<file path="src/rtl/cv_rend_pkg.sv">
// Shared types and constants for the render-order sequencer.
// Slot entries are {en, 3'bx, id[3:0]}; the walk covers NUM_SLOTS slots per frame.
package cv_rend_pkg;

    localparam int unsigned NUM_SLOTS = 8;
    localparam int unsigned SLOT_W    = 3;
    localparam int unsigned EN_BIT    = 7;
    localparam int unsigned ID_MSB    = 3;
    localparam int unsigned ID_W      = ID_MSB + 1;
    localparam int unsigned CNT_W     = 16;
    localparam int unsigned WD_W      = 20;

    localparam logic [ID_W-1:0] SPRITE_ID_DEF = 4'hF;

    typedef enum logic [2:0] {
        ST_IDLE  = 3'd0,
        ST_FETCH = 3'd1,
        ST_CHECK = 3'd2,
        ST_ISSUE = 3'd3,
        ST_WAIT  = 3'd4,
        ST_DONE  = 3'd5
    } state_t;

    function automatic logic is_last_slot(input logic [SLOT_W-1:0] slot);
        return slot == SLOT_W'(NUM_SLOTS - 1);
    endfunction

endpackage

</file>
<file path="src/rtl/cv_rend_wdog.sv">
// WAIT-state watchdog: counts enabled cycles after a clear and flags the
// TIMEOUT-th enabled cycle combinationally so the FSM can abandon that same cycle.
module cv_rend_wdog
    import cv_rend_pkg::*;
#(
    parameter logic [WD_W-1:0] TIMEOUT = 20'd1_000_000
) (
    input  logic i_clk,
    input  logic i_rst,
    input  logic i_clr,
    input  logic i_en,
    output logic o_expire_c
);

    logic [WD_W-1:0] r_cnt;

    always_ff @(posedge i_clk or posedge i_rst) begin
        if (i_rst) begin
            r_cnt <= '0;
        end else if (i_clr) begin
            r_cnt <= '0;
        end else if (i_en && !o_expire_c) begin
            r_cnt <= WD_W'(r_cnt + WD_W'(1));
        end
    end

    assign o_expire_c = i_en && (r_cnt == WD_W'(TIMEOUT - WD_W'(1)));

endmodule

</file>
<file path="src/rtl/cv_rend_seq.sv">
// Render-order sequencer: on a kick walks the eight slots, issues one
// start/done transaction per enabled slot, then signals frame end and irq.
module cv_rend_seq
    import cv_rend_pkg::*;
#(
    parameter logic [WD_W-1:0] TIMEOUT   = 20'd1_000_000,
    parameter logic [ID_W-1:0] SPRITE_ID = SPRITE_ID_DEF
) (
    input  logic              ps_c_clk,
    input  logic              reset,
    input  logic [1:0]        r_virq,
    input  logic [7:0]        r_rend_order,
    input  logic [CNT_W-1:0]  r_sp_count,
    output logic [SLOT_W-1:0] rend_order_sel,
    output logic              l_start,
    output logic [ID_W-1:0]   l_id,
    output logic [CNT_W-1:0]  l_count,
    input  logic              l_done,
    output logic              frame_done,
    output logic              irq,
    output logic              busy,
    output logic              st_overrun,
    output logic              st_timeout,
    output logic [CNT_W-1:0]  frame_cnt
);

    state_t            r_state;
    logic [SLOT_W-1:0] r_slot;
    logic              r_en;
    logic [ID_W-1:0]   r_id;
    logic              r_pend;

    logic w_kick_ok;
    logic w_pend_nxt;
    logic w_wd_clr;
    logic w_wd_en;
    logic w_wd_expire;
    logic w_advance;
    logic w_unused_entry;

    // Entry bits 6:4 carry no meaning for the sequencer.
    assign w_unused_entry = ^r_rend_order[6:4];

    assign rend_order_sel = r_slot;

    assign w_kick_ok  = (r_state == ST_IDLE) && r_virq[1];
    assign w_pend_nxt = w_kick_ok ? 1'b0
                      : ((r_state == ST_DONE) && r_virq[0]) ? 1'b1
                      : r_pend;

    assign w_wd_clr = (r_state == ST_ISSUE);
    assign w_wd_en  = (r_state == ST_WAIT);

    // A done in the expiry cycle is a normal completion; both paths advance.
    assign w_advance = ((r_state == ST_CHECK) && !r_en)
                    || ((r_state == ST_WAIT) && (l_done || w_wd_expire));

    cv_rend_wdog #(
        .TIMEOUT (TIMEOUT)
    ) u_wdog (
        .i_clk      (ps_c_clk),
        .i_rst      (reset),
        .i_clr      (w_wd_clr),
        .i_en       (w_wd_en),
        .o_expire_c (w_wd_expire)
    );

    always_ff @(posedge ps_c_clk or posedge reset) begin
        if (reset) begin
            r_state    <= ST_IDLE;
            r_slot     <= '0;
            r_en       <= 1'b0;
            r_id       <= '0;
            r_pend     <= 1'b0;
            l_start    <= 1'b0;
            l_id       <= '0;
            l_count    <= '0;
            frame_done <= 1'b0;
            irq        <= 1'b0;
            busy       <= 1'b0;
            st_overrun <= 1'b0;
            st_timeout <= 1'b0;
            frame_cnt  <= '0;
        end else begin
            l_start    <= 1'b0;
            frame_done <= 1'b0;
            r_pend     <= w_pend_nxt;
            irq        <= w_pend_nxt & r_virq[0];

            if (r_virq[1] && (r_state != ST_IDLE)) begin
                st_overrun <= 1'b1;
            end

            case (r_state)
                ST_IDLE: begin
                    if (r_virq[1]) begin
                        r_state    <= ST_FETCH;
                        r_slot     <= '0;
                        st_overrun <= 1'b0;
                        st_timeout <= 1'b0;
                        busy       <= 1'b1;
                    end
                end
                ST_FETCH: begin
                    r_en    <= r_rend_order[EN_BIT];
                    r_id    <= r_rend_order[ID_MSB:0];
                    r_state <= ST_CHECK;
                end
                ST_CHECK: begin
                    if (r_en) begin
                        r_state <= ST_ISSUE;
                        l_start <= 1'b1;
                        l_id    <= r_id;
                        l_count <= (r_id == SPRITE_ID) ? r_sp_count : '0;
                    end
                end
                ST_ISSUE: begin
                    r_state <= ST_WAIT;
                end
                ST_WAIT: begin
                    if (!l_done && w_wd_expire) begin
                        st_timeout <= 1'b1;
                    end
                end
                ST_DONE: begin
                    busy    <= 1'b0;
                    r_state <= ST_IDLE;
                end
                default: begin
                    r_state <= ST_IDLE;
                end
            endcase

            // Shared slot advance for skipped, completed and abandoned slots.
            if (w_advance) begin
                if (is_last_slot(r_slot)) begin
                    r_state    <= ST_DONE;
                    frame_done <= 1'b1;
                    frame_cnt  <= CNT_W'(frame_cnt + CNT_W'(1));
                end else begin
                    r_slot  <= SLOT_W'(r_slot + SLOT_W'(1));
                    r_state <= ST_FETCH;
                end
            end
        end
    end

endmodule
</file>
<file path="config.mk">
export PLATFORM = sky130hd
export DESIGN_NAME = cv_rend_seq
export DESIGN_NICKNAME = d
export VERILOG_FILES = /design/src/rtl/cv_rend_pkg.sv /design/src/rtl/cv_rend_wdog.sv /design/src/rtl/cv_rend_seq.sv
export SDC_FILE = /design/constraint.sdc
export NUM_CORES = 1
export LEC_CHECK = 0
export BUFFER_PORTS_ARGS = -buffer_cell sky130_fd_sc_hd__buf_2
export CORE_MARGIN = 2
export CORE_UTILIZATION = 30
export CTS_BUF_LIST = sky130_fd_sc_hd__clkbuf_4 sky130_fd_sc_hd__clkbuf_8
export DETAILED_ROUTE_END_ITERATION = 12
export PLACE_DENSITY = 0.48
export SLEW_MARGIN = 20
export SYNTH_ARGS = -nofsm -noshare
export SYNTH_HDL_FRONTEND = slang
export SYNTH_SLANG_ARGS = --single-unit
</file>
<file path="constraint.sdc">
create_clock -name ps_c_clk -period 3.67 [get_ports ps_c_clk]
set_clock_uncertainty 0.1 [all_clocks]
set_input_delay 0.5505 -clock ps_c_clk [delete_from_list [all_inputs] [get_ports ps_c_clk]]
set_output_delay 0.5505 -clock ps_c_clk [all_outputs]
set_load 0.01 [all_outputs]
</file>
# ---- Yosys cells after proc, flatten, opt, wreduce, memory -nomap -nowiden
# Index checks and enable logic that the tools add are counted.
dict set report classes {
  n_eq_ne 13
  addsub 3
  bitwise_logic 1
  n_reduce_logical 23
  n_mux 26
}
# operator count
set op_table {}
lappend op_table {{20-bit two-way mux} 2}
lappend op_table {{3-bit two-way mux} 8}
lappend op_table {{20-bit by 1-bit adder with 20-bit output, second input constant} 1}
lappend op_table {{20-bit equality test, second input constant} 1}
lappend op_table {{16-bit by 1-bit adder with 16-bit output, second input constant} 1}
lappend op_table {{16-bit two-way mux} 1}
lappend op_table {{3-bit case mux with 5 select lines} 1}
lappend op_table {{1-bit two-way mux} 12}
lappend op_table {{3-bit equality test, second input constant} 3}
lappend op_table {{1-bit logical AND} 8}
lappend op_table {{3-bit by 2-bit equality test with 1-bit output, second input constant} 2}
lappend op_table {{2-bit != test, second input constant} 3}
lappend op_table {{3-bit != test, second input constant} 2}
lappend op_table {{2-bit AND reduction} 3}
lappend op_table {{3-bit AND reduction} 2}
lappend op_table {{2-bit nonzero test} 3}
lappend op_table {{4-bit equality test, second input constant} 1}
lappend op_table {{1-bit case mux with 2 select lines} 2}
lappend op_table {{3-bit by 1-bit adder with 3-bit output, second input constant} 1}
lappend op_table {{3-bit by 1-bit equality test with 1-bit output, second input constant} 1}
lappend op_table {{1-bit logical NOT} 3}
lappend op_table {{3-bit logical NOT} 1}
lappend op_table {{3-bit nonzero test} 1}
lappend op_table {{1-bit logical OR} 2}
lappend op_table {{1-bit bitwise AND} 1}
dict set report totals {
  register_bits 74
  input_bits 29
  out_inout_bits 45
  word_cells 81
}

# ---- Depth between registers and ports, before layout
# Gate-level depths: netlist (run 1).
dict set report logic_depth {
  word_depth 7
  depth_mapped 8
  depth_no_buf 7
}

# ---- Modules after synthesis
# From an unflattened synthesis (run 1), not the netlist that was laid out.
dict set report hier_totals {
  hier_cells 303
  hier_area_um2 3414.5
}
# module cells_per_inst instances area_per_inst_um2 seq_area_each_um2
set by_module_without_submodules {}
lappend by_module_without_submodules {cv_rend_seq 182 1 2290.9 1351.3}
lappend by_module_without_submodules {cv_rend_wdog 121 1 1123.6 500.5}

# ---- Worst setup path before layout (run 1)
# OpenSTA, ideal clock, no wires.
dict set report synth_timing {
  kind {register -> register}
  from {register u_wdog.r_cnt[0]}
  to {register r_slot[1], in the netlist rend_order_sel[1]}
  setup_ns 0.125
  path_buffers 1
  synth_period_minus_slack_ns 2.029
  slack_ns 1.641
  arrival_time_ns 1.804
  required_time_ns 3.445
  stages_incl_launch_ff 8
  path_cell_list {dfrtp_1 -> ha_1 -> and3_2 -> and4_1 -> buf_6 -> a211oi_2 -> or3_4 -> mux2_4}
}
dict set report synth_between {
  elab_chain_cells 6
}
# item line_no
set synth_rtl {}
lappend synth_rtl {{from (decl)} cv_rend_wdog.sv:15} ;# logic [WD_W-1:0] r_cnt;
lappend synth_rtl {{from (signal assigned)} cv_rend_wdog.sv:23} ;# r_cnt <= WD_W'(r_cnt + WD_W'(1));
lappend synth_rtl {{20-bit equality test} cv_rend_wdog.sv:27} ;# assign o_expire_c = i_en && (r_cnt == WD_W'(TIMEOUT - WD_W'(1)));
lappend synth_rtl {{1-bit logical AND} cv_rend_wdog.sv:27}
lappend synth_rtl {{1-bit logical OR} cv_rend_seq.sv:56} ;# || ((r_state == ST_WAIT) && (l_done || w_wd_expire));
lappend synth_rtl {{1-bit logical AND} cv_rend_seq.sv:56}
lappend synth_rtl {{1-bit logical OR} cv_rend_seq.sv:56}
lappend synth_rtl {{3-bit two-way mux} cv_rend_seq.sv:135} ;# if (w_advance) begin
lappend synth_rtl {{to (signal assigned)} cv_rend_seq.sv:141} ;# r_slot <= SLOT_W'(r_slot + SLOT_W'(1));
lappend synth_rtl {{to (decl)} cv_rend_seq.sv:28} ;# logic [SLOT_W-1:0] r_slot;
# Every way passes these cells.
# A chain may end at the register's enable or synchronous reset.

# ---- Worst setup path in the final report (run 1)
dict set report layout_timing {
  from {register r_state[2]}
  to {register u_wdog.r_cnt[12]}
}
dict set report layout_between {
  elab_chain_cells 5
  word_cells_on_any_way 7
  cone_classes {eq/ne: 2; mux: 1; reduce/logical: 4}
}
# item line_no
set layout_rtl {}
lappend layout_rtl {{from (decl)} cv_rend_seq.sv:27} ;# state_t r_state;
lappend layout_rtl {{from (signal assigned)} cv_rend_seq.sv:70} ;# r_state <= ST_IDLE;
lappend layout_rtl {{from (signal assigned)} cv_rend_seq.sv:97} ;# r_state <= ST_FETCH;
lappend layout_rtl {{from (signal assigned)} cv_rend_seq.sv:107} ;# r_state <= ST_CHECK;
lappend layout_rtl {{3-bit equality test} cv_rend_seq.sv:52} ;# assign w_wd_en = (r_state == ST_WAIT);
lappend layout_rtl {{1-bit logical AND} cv_rend_wdog.sv:27}
lappend layout_rtl {{1-bit logical NOT} cv_rend_wdog.sv:22} ;# end else if (i_en && !o_expire_c) begin
lappend layout_rtl {{1-bit logical AND} cv_rend_wdog.sv:22}
lappend layout_rtl {{2-bit nonzero test (no line)} --}
# Several ways; a longest one is shown, not always the timed one.

==> results of run 1 <==
state kept, by name, summed over array words and instances, names as in the netlist, 3 cells and up, named ones only:
register,flops
rend_order_sel,3
l_id,4
u_wdog.r_cnt,20
l_count,16
r_id,4
frame_cnt,16
r_state,3
worst max-delay path by stage:
stage | start | end | slack [ns] | cells past startpoint
floorplan | reset | asynchronous set/reset pin | 1.14 | 1
global placement | r_state[2] | frame_cnt[1] | 1.13 | 4
detailed placement | r_state[2] | frame_cnt[1] | 1.15 | 4
CTS | r_state[2] | u_wdog.r_cnt[12] | 1.14 | 4
global route | r_state[2] | frame_cnt[13] | 0.88 | 5
finish | r_state[2] | u_wdog.r_cnt[12] | 1.16 | 4
Yosys cell counts, drive strengths merged (2+ instances only):
| cell | n | area [sq um] |
|---|---|---|
| clkbuf | 9 | 33.8 |
| mux2i | 4 | 40.0 |
| or2 | 3 | 18.8 |
| inv | 5 | 18.8 |
| o21ai | 8 | 40.0 |
| nand4 | 12 | 75.1 |
| or3 | 3 | 23.8 |
| nor4 | 4 | 31.3 |
| nor2 | 23 | 86.3 |
| ha | 4 | 50.1 |
| and3 | 8 | 51.3 |
| xor2 | 5 | 43.8 |
| nand3b | 2 | 15.0 |
| xnor2 | 22 | 193 |
| or4 | 3 | 22.5 |
| o31ai | 5 | 51.3 |
| a21oi | 10 | 50.1 |
| and3b | 2 | 17.5 |
| buf | 7 | 66.3 |
| a211oi | 4 | 35.0 |
| nand3 | 31 | 155 |
| dfrtp | 74 | 1850 |
| and2b | 2 | 16.3 |
| and4 | 8 | 71.3 |
| nor3 | 6 | 30.0 |
| nor3b | 2 | 26.3 |
| mux2 | 8 | 97.6 |
| nand2 | 58 | 220 |
cell type report:
class / count / area share, %
clock inverter: 5 / 0.939
sequential: 74 / 44.8
timing repair buffer: 73 / 9.03
multi-input combinational: 244 / 36.7
clock buffer: 11 / 3.67
inverter: 5 / 0.454
tap: 143 / 4.33
per-layer routing:
| layer | part of all wire (%) | up-vias | GRT usage, % |
|---|---|---|---|
| met4 | 1.8 | 0 | 5.27 |
| li1 | - | 1319 | - |
| met5 | 0 | - | 0 |
| met1 | 48 | 1292 | 17.0 |
| met2 | 47 | 59 | 21.0 |
| met3 | 3.5 | 12 | 3.27 |
power by group through the flow:
stage               clock network [mW]  logic (mW)  registers [mW]
floorplan                            0       0.387            1.17
global placement                     0       0.607            1.15
detailed placement                   0       0.612            1.16
CTS                              0.632       0.614            1.14
global route                     0.668       0.684            1.17
finish                           0.602       0.600            1.14
cell families (layout without fill, tap and decap cells):
family,Yosys count,after routing
buf+inv,21,94
compound gates,30,30
flops,74,74
fa+ha+maj,4,4
xor+xnor,27,27
mux,12,12
simple gates,171,171
==> impl_metrics.json, run 1 <==
{
  "status": "finished, final reports clean",
  "hold_path_class": "in2async",
  "tritoncts": "yes",
  "synth_fa_ha_area_share_pct": 1.43,
  "synth-compound-area-share_pct": 5.70,
  "layout.cells.non_filler": 555,
  "detailroute.via_count": 2682,
  "std_cell_rows": 39,
  "mappedNetlistArea_sq_um": 3490,
  "reg2reg_setup_slack_ns": 1.16,
  "placed_cells_incl_taps": 539,
  "dominant_combinational_cell_family_by_area_after_synthesis": "simple AND/OR/NAND/NOR gates",
  "detailed_place_hpwl_microns": 5370,
  "h_tree_level_count": 3,
  "setup_tns_ns": 0,
  "area_growth_syn_to_layout_pct": 18.4,
  "timing.max_slew.rel_slack_pct": 31.4,
  "worstReg2RegEnd": "u_wdog.r_cnt[12]",
  "drc_errors": 0,
  "maxClockFrequency_mhz": 398,
  "placement_stage_worst_setup_slack_ns": 1.15,
  "worst_path_max_delay_cell": "dfrtp_1",
  "antenna_violations_before_repair": 0,
  "total_iterations_of_the_first_detailed_routing_run": 4,
  "post_cts.repair.setup_buffers": 0,
  "clkSinkCount": 74,
  "setup.worst_path.class": "reg2reg",
  "drt-initial-drc-count": 150,
  "nets": 440,
  "numCtsBuffers": 9,
  "finish.utilization_pct": 36.3,
  "setup_ws_ns": 1.16,
  "cp.buffers_inverters": 0,
  "worstPathCellList": "nor3b_4 -> o21ai_1 -> or4_1 -> a21oi_1",
  "timing.critical_path.from_type": "register",
  "crit-reg2reg-launch": "r_state[2]",
  "route.detailed.wl_per_inst_microns": 13.9,
  "grt_pass1_vias": 2678,
  "ys_async_rst_share_pct": 100,
  "synth_sequential_area_ratio_pct": 53.1,
  "top_library_cells_by_usage_in_the_layout_fill_and_taps_aside": "dfrtp_1 (74), buf_2 (70), nand2_1 (57), nand3_1 (31), nor2_1 (23)",
  "overflow": 0,
  "p_switching_mw": 0.815,
  "drt-total-wl_microns": 7740,
  "grt_pass1_wl_microns": 13300,
  "worst_path_top_cell_family_by_delay": "simple AND/OR/NAND/NOR gates",
  "static-leakage-power_nw": 2.05,
  "input_output_buffers": 70,
  "worst_hold_slack_ns": 0.121,
  "timing.final.crit_share_pct": 68.4,
  "max-clock-path-buffers": 2,
  "ff2ff_path_depth": 4,
  "fp.dieArea_sq_um": 12500,
  "grt.total_usage_pct": 13.1,
  "drive_gt1_share_pct": 27.2,
  "ir_worst_vdd_v": 0.000332,
  "initial_core_util_pct": 30.7,
  "ctsHoldBuffers": 0,
  "multiInputGateArea_sq_um": 1520,
  "post_synth_xor_area_fraction_pct": 6.78,
  "p_int_mw": 1.53,
  "pin_count_of_the_biggest_net_entering_global_routing": 28,
  "worstPathRequired_ns": 3.85,
  "max_slew.worst_pin.slew_ns": 1.02,
  "delay_of_the_slowest_critical_path_stage_ns": 0.65,
  "primary_ff_master_synth": "dfrtp_1",
  "synth_simple_gate_area_share_pct": 25.6,
  "power.share.clock_pct": 25.7,
  "worst_setup_hold_path_clk_slew_ns": 0.08,
  "die-width_microns": 112,
  "nFillCells": 1197,
  "postRouteAntennaNets": 0,
  "seq_power_share_pct": 48.7,
  "area_occupied_by_registers_sq_um": 1850,
  "placed_area_sq_um": 3940,
  "critical_path.endpoint_type": "register",
  "cts_resized": 0,
  "fin_crit_ns": 2.51,
  "crit_arrival_ns": 2.69,
  "rsz0062_at_grt": "no",
  "clkLatencyLatePin_ns": 0.35,
  "syn_area_per_cell_sq_um": 10.3,
  "synth.distinct_cells": 47,
  "synthCells": 339,
  "share_comb_of_total_power_pct": 25.6,
  "place.gp.congestion": 0.725,
  "powerDensity_nw_per_um2": 568,
  "timing_max_transition_violations_final": 0,
  "vias_per_cell": 4.83,
  "insertedDiodeCount": 0,
  "synth.net_count": 372,
  "maxCapViolCount": 0,
  "layout_commonest_cell": "dfrtp_1",
  "die_y_microns": 112,
  "synth.ff_latch_count": 74,
  "post_synth_edffs": 0,
  "switching_share_pct": 34.8,
  "total_power_mw": 2.34,
  "report.final.setup_viol": 0,
  "synth.mux.area_fraction_pct": 3.95,
  "pin_count": 74,
  "yosysWarningCount": 0,
  "placeable_core_region_sq_um": 11400,
  "critPathMaxFanout": 18,
  "root_buffer": "clkbuf_8",
  "finalHoldViolCount": 0,
  "design_area_sq_um": 4130
}
Power figures use the tool's default switching activity.
==> run 2: changes to the inputs <==
- ABC_AREA: default -> 1
- PLACE_DENSITY: 0.48 -> 0.49
- clock period: 3.67 -> 2.16 ns (I/O delays scaled with it)
==> run 2 against run 1 <==
Power rose by 89%. Highest routed layer unchanged. Sequential share of layout area fell by 5.9 points. First-iteration DRC count rose by 13%. Count of clock-buffer cells in the layout fell by 2. Largest power group unchanged. Non-clock buffer count rose by 9. Maximum frequency rose by 38%. Register-to-register slack got worse by 0.82 ns.
==> impl_metrics.json, run 2 <==
{
  "status": "finished, final reports clean",
  "max-clock-path-buffers": 2,
  "crit_arrival_ns": 1.96,
  "setup_tns_ns": 0,
  "post_synth_edffs": 0,
  "largest_register_ff_count": 20,
  "static-leakage-power_nw": 2.43,
  "finish.utilization_pct": 37.4,
  "fp.dieArea_sq_um": 14100,
  "h_tree_level_count": 3,
  "timing.hold.worst_path_depth": 3,
  "reg2reg_setup_slack_ns": 0.34,
  "timing.critical_path.from_type": "register",
  "timing.max_slew.rel_slack_pct": 62.5,
  "max_slew.worst_pin.slew_ns": 0.558,
  "global_route.usage.met1_pct": 18.0,
  "mappedNetlistArea_sq_um": 3940,
  "largest_register": "u_wdog.r_cnt",
  "critical_path.endpoint_type": "register",
  "layout_commonest_cell": "nand2_1",
  "crit-reg2reg-launch": "frame_cnt[0]",
  "holdCritStartpoint": "r_virq[0]",
  "critPathMaxFanout": 6,
  "synth_largest_type_area_fraction_pct": 47.0,
  "grt_pass1_wl_microns": 15900,
  "drc_errors": 0,
  "report.final.setup_viol": 0,
  "maxClockFrequency_mhz": 549,
  "insertedDiodeCount": 0,
  "synth.net_count": 534,
  "grt_pass1_vias": 3338,
  "detailroute.via_count": 3440,
  "fin_crit_ns": 1.82,
  "nFillCells": 1365,
  "synth.distinct_cells": 28,
  "placed_cells_incl_taps": 742,
  "worstPathRequired_ns": 2.30,
  "yosysWarningCount": 0,
  "gr_peak_layer": "met2",
  "die_y_microns": 119,
  "power.share.clock_pct": 25.8,
  "post_cts.repair.setup_buffers": 0,
  "tritoncts": "yes",
  "ir_worst_vdd_v": 0.000394,
  "cp-startpoint": "frame_cnt[0]",
  "rsz0062_at_grt": "no",
  "timing.final.crit_share_pct": 84.4,
  "ys_async_rst_share_pct": 100,
  "switching_share_pct": 37.9,
  "synth_largest_area_cell": "dfrtp_1",
  "numCtsBuffers": 9,
  "total_iterations_of_the_first_detailed_routing_run": 4,
  "maxCapViolCount": 0,
  "postRouteAntennaNets": 0,
  "setup.worst_path.class": "reg2reg",
  "drt-initial-drc-count": 170,
  "antenna_violations_before_repair": 0,
  "placeable_core_region_sq_um": 12700,
  "largest_registers": "u_wdog.r_cnt: 20 flops, frame_cnt: 16 flops, l_count: 16 flops",
  "share_comb_of_total_power_pct": 31.5,
  "drive_gt1_share_pct": 20.4,
  "seq_power_share_pct": 42.7,
  "overflow": 0,
  "clkLatencyLatePin_ns": 0.35,
  "pin_count": 74,
  "pin_count_of_the_biggest_net_entering_global_routing": 51,
  "vias_per_cell": 4.53,
  "synth_sequential_area_ratio_pct": 47.0,
  "ff2ff_path_depth": 8,
  "root_buffer": "clkbuf_8",
  "grtUsageMet3_pct": 4.01,
  "detailed_place_hpwl_microns": 6640,
  "yosys-top-cells-area": "dfrtp_1 (47%), nand2_1 (16%), nand3_1 (6.7%)",
  "input_output_buffers": 70,
  "place.gp.congestion": 0.868,
  "layout.cells.non_filler": 759,
  "die-width_microns": 119,
  "area_growth_syn_to_layout_pct": 20.8,
  "drt-total-wl_microns": 9280,
  "synthTopCellsByCount": "nand2_1 (163), dfrtp_1 (74), nand3_1 (53)",
  "clkSinkCount": 74,
  "nets": 615,
  "groute.layer.met2.usage_pct": 22.4,
  "holdPathEnd": "irq",
  "hold_path_class": "in2reg",
  "cts_resized": 0,
  "grt.total_usage_pct": 13.9,
  "synth.ff_latch_count": 74,
  "primary_ff_master_synth": "dfrtp_1",
  "synthCells": 501,
  "timing_max_transition_violations_final": 0,
  "p_switching_mw": 1.68,
  "synth_most_common_cell": "nand2_1",
  "finalHoldViolCount": 0,
  "p_int_mw": 2.76,
  "powerDensity_nw_per_um2": 933,
  "top_library_cells_by_usage_in_the_layout_fill_and_taps_aside": "nand2_1 (163), dfrtp_1 (74), buf_2 (70), nand3_1 (53), nor2_1 (48)",
  "worstReg2RegEnd": "frame_cnt[14]",
  "std_cell_rows": 41,
  "syn_area_per_cell_sq_um": 7.86,
  "initial_core_util_pct": 30.9,
  "route.detailed.wl_per_inst_microns": 12.2,
  "worst_setup_hold_path_clk_slew_ns": 0.08
}
## run 2: power by group through the flow
stage	clock [mW]	sequential [mW]	combinational (mW)
4_1_cts	1.20	1.90	1.43
6_report	1.15	1.89	1.40
3_3_place_gp	0	1.91	1.41
2_1_floorplan	0	2.00	0.862
5_1_grt	1.27	1.94	1.58
3_5_place_dp	0	1.93	1.42
## run 2: layout make-up
class	instances	area (sq um)	share of cell area, %
Multi-Input combinational cell	362	1810	38.0
Clock buffer	9	124	2.60
Inverter	53	205	4.31
Timing Repair Buffer	82	468	9.84
Sequential cell	74	1850	38.9
Clock inverter	7	86.3	1.82
Tap cell	172	215	4.53
## run 2: how the worst max path moves through the flow
stage,to,slack (ns)
CTS,u_wdog.r_cnt[2],0.32
floorplan,frame_cnt[6],0.40
finish,frame_cnt[14],0.34
global placement,u_wdog.r_cnt[2],0.37
detailed placement,u_wdog.r_cnt[13],0.34
global route,frame_cnt[14],0.17
## run 2: per-layer routing
metal	up-vias	wire length [microns]
met1	1575	4400
met2	84	4220
met5	-	0
met3	12	506
met4	0	150
li1	1769	-
## run 2: repair_timing
item / 4_1_cts / 5_1_grt
hold buffers: 1 / 0
hold endpoints to repair: 5 / 0
endpoints found under the setup margin: 0 / 0
## run 2: cell families after synthesis
family | Yosys count | share of synthesized area (%)
and+or+nand+nor | 292 | 32.4
DFF | 74 | 47.0
buffers and inverters | 65 | 7.09
AOI/OAI and AO/OA | 40 | 6.26
xor gates and xnor gates | 23 | 5.12
adders and majority gates | 4 | 1.27
muxes | 3 | 0.858
## run 2: metrics by stage
step                hold slack [ns]  worst slack [ns]  cell area, sq um  power (mW)
floorplan                     0.352             0.399              3940        2.87
global placement              0.148             0.365              4540        3.32
detailed placement            0.147             0.337              4540        3.35
CTS                          0.0739             0.316              4760        4.53
global route                 0.0651             0.171              4760        4.79
finish                       0.0987             0.337              4760        4.44
## run 2: worst max-delay path, cell delays in order, from the launching register on
cell and delay [ns]:
dfrtp_1 0.47, ha_1 0.26, nand3_1 0.16, nor2_1 0.35, nand3_1 0.13, nand2_1 0.07, nand2_1 0.05, nand3_1 0.07
nand2_1 0.05
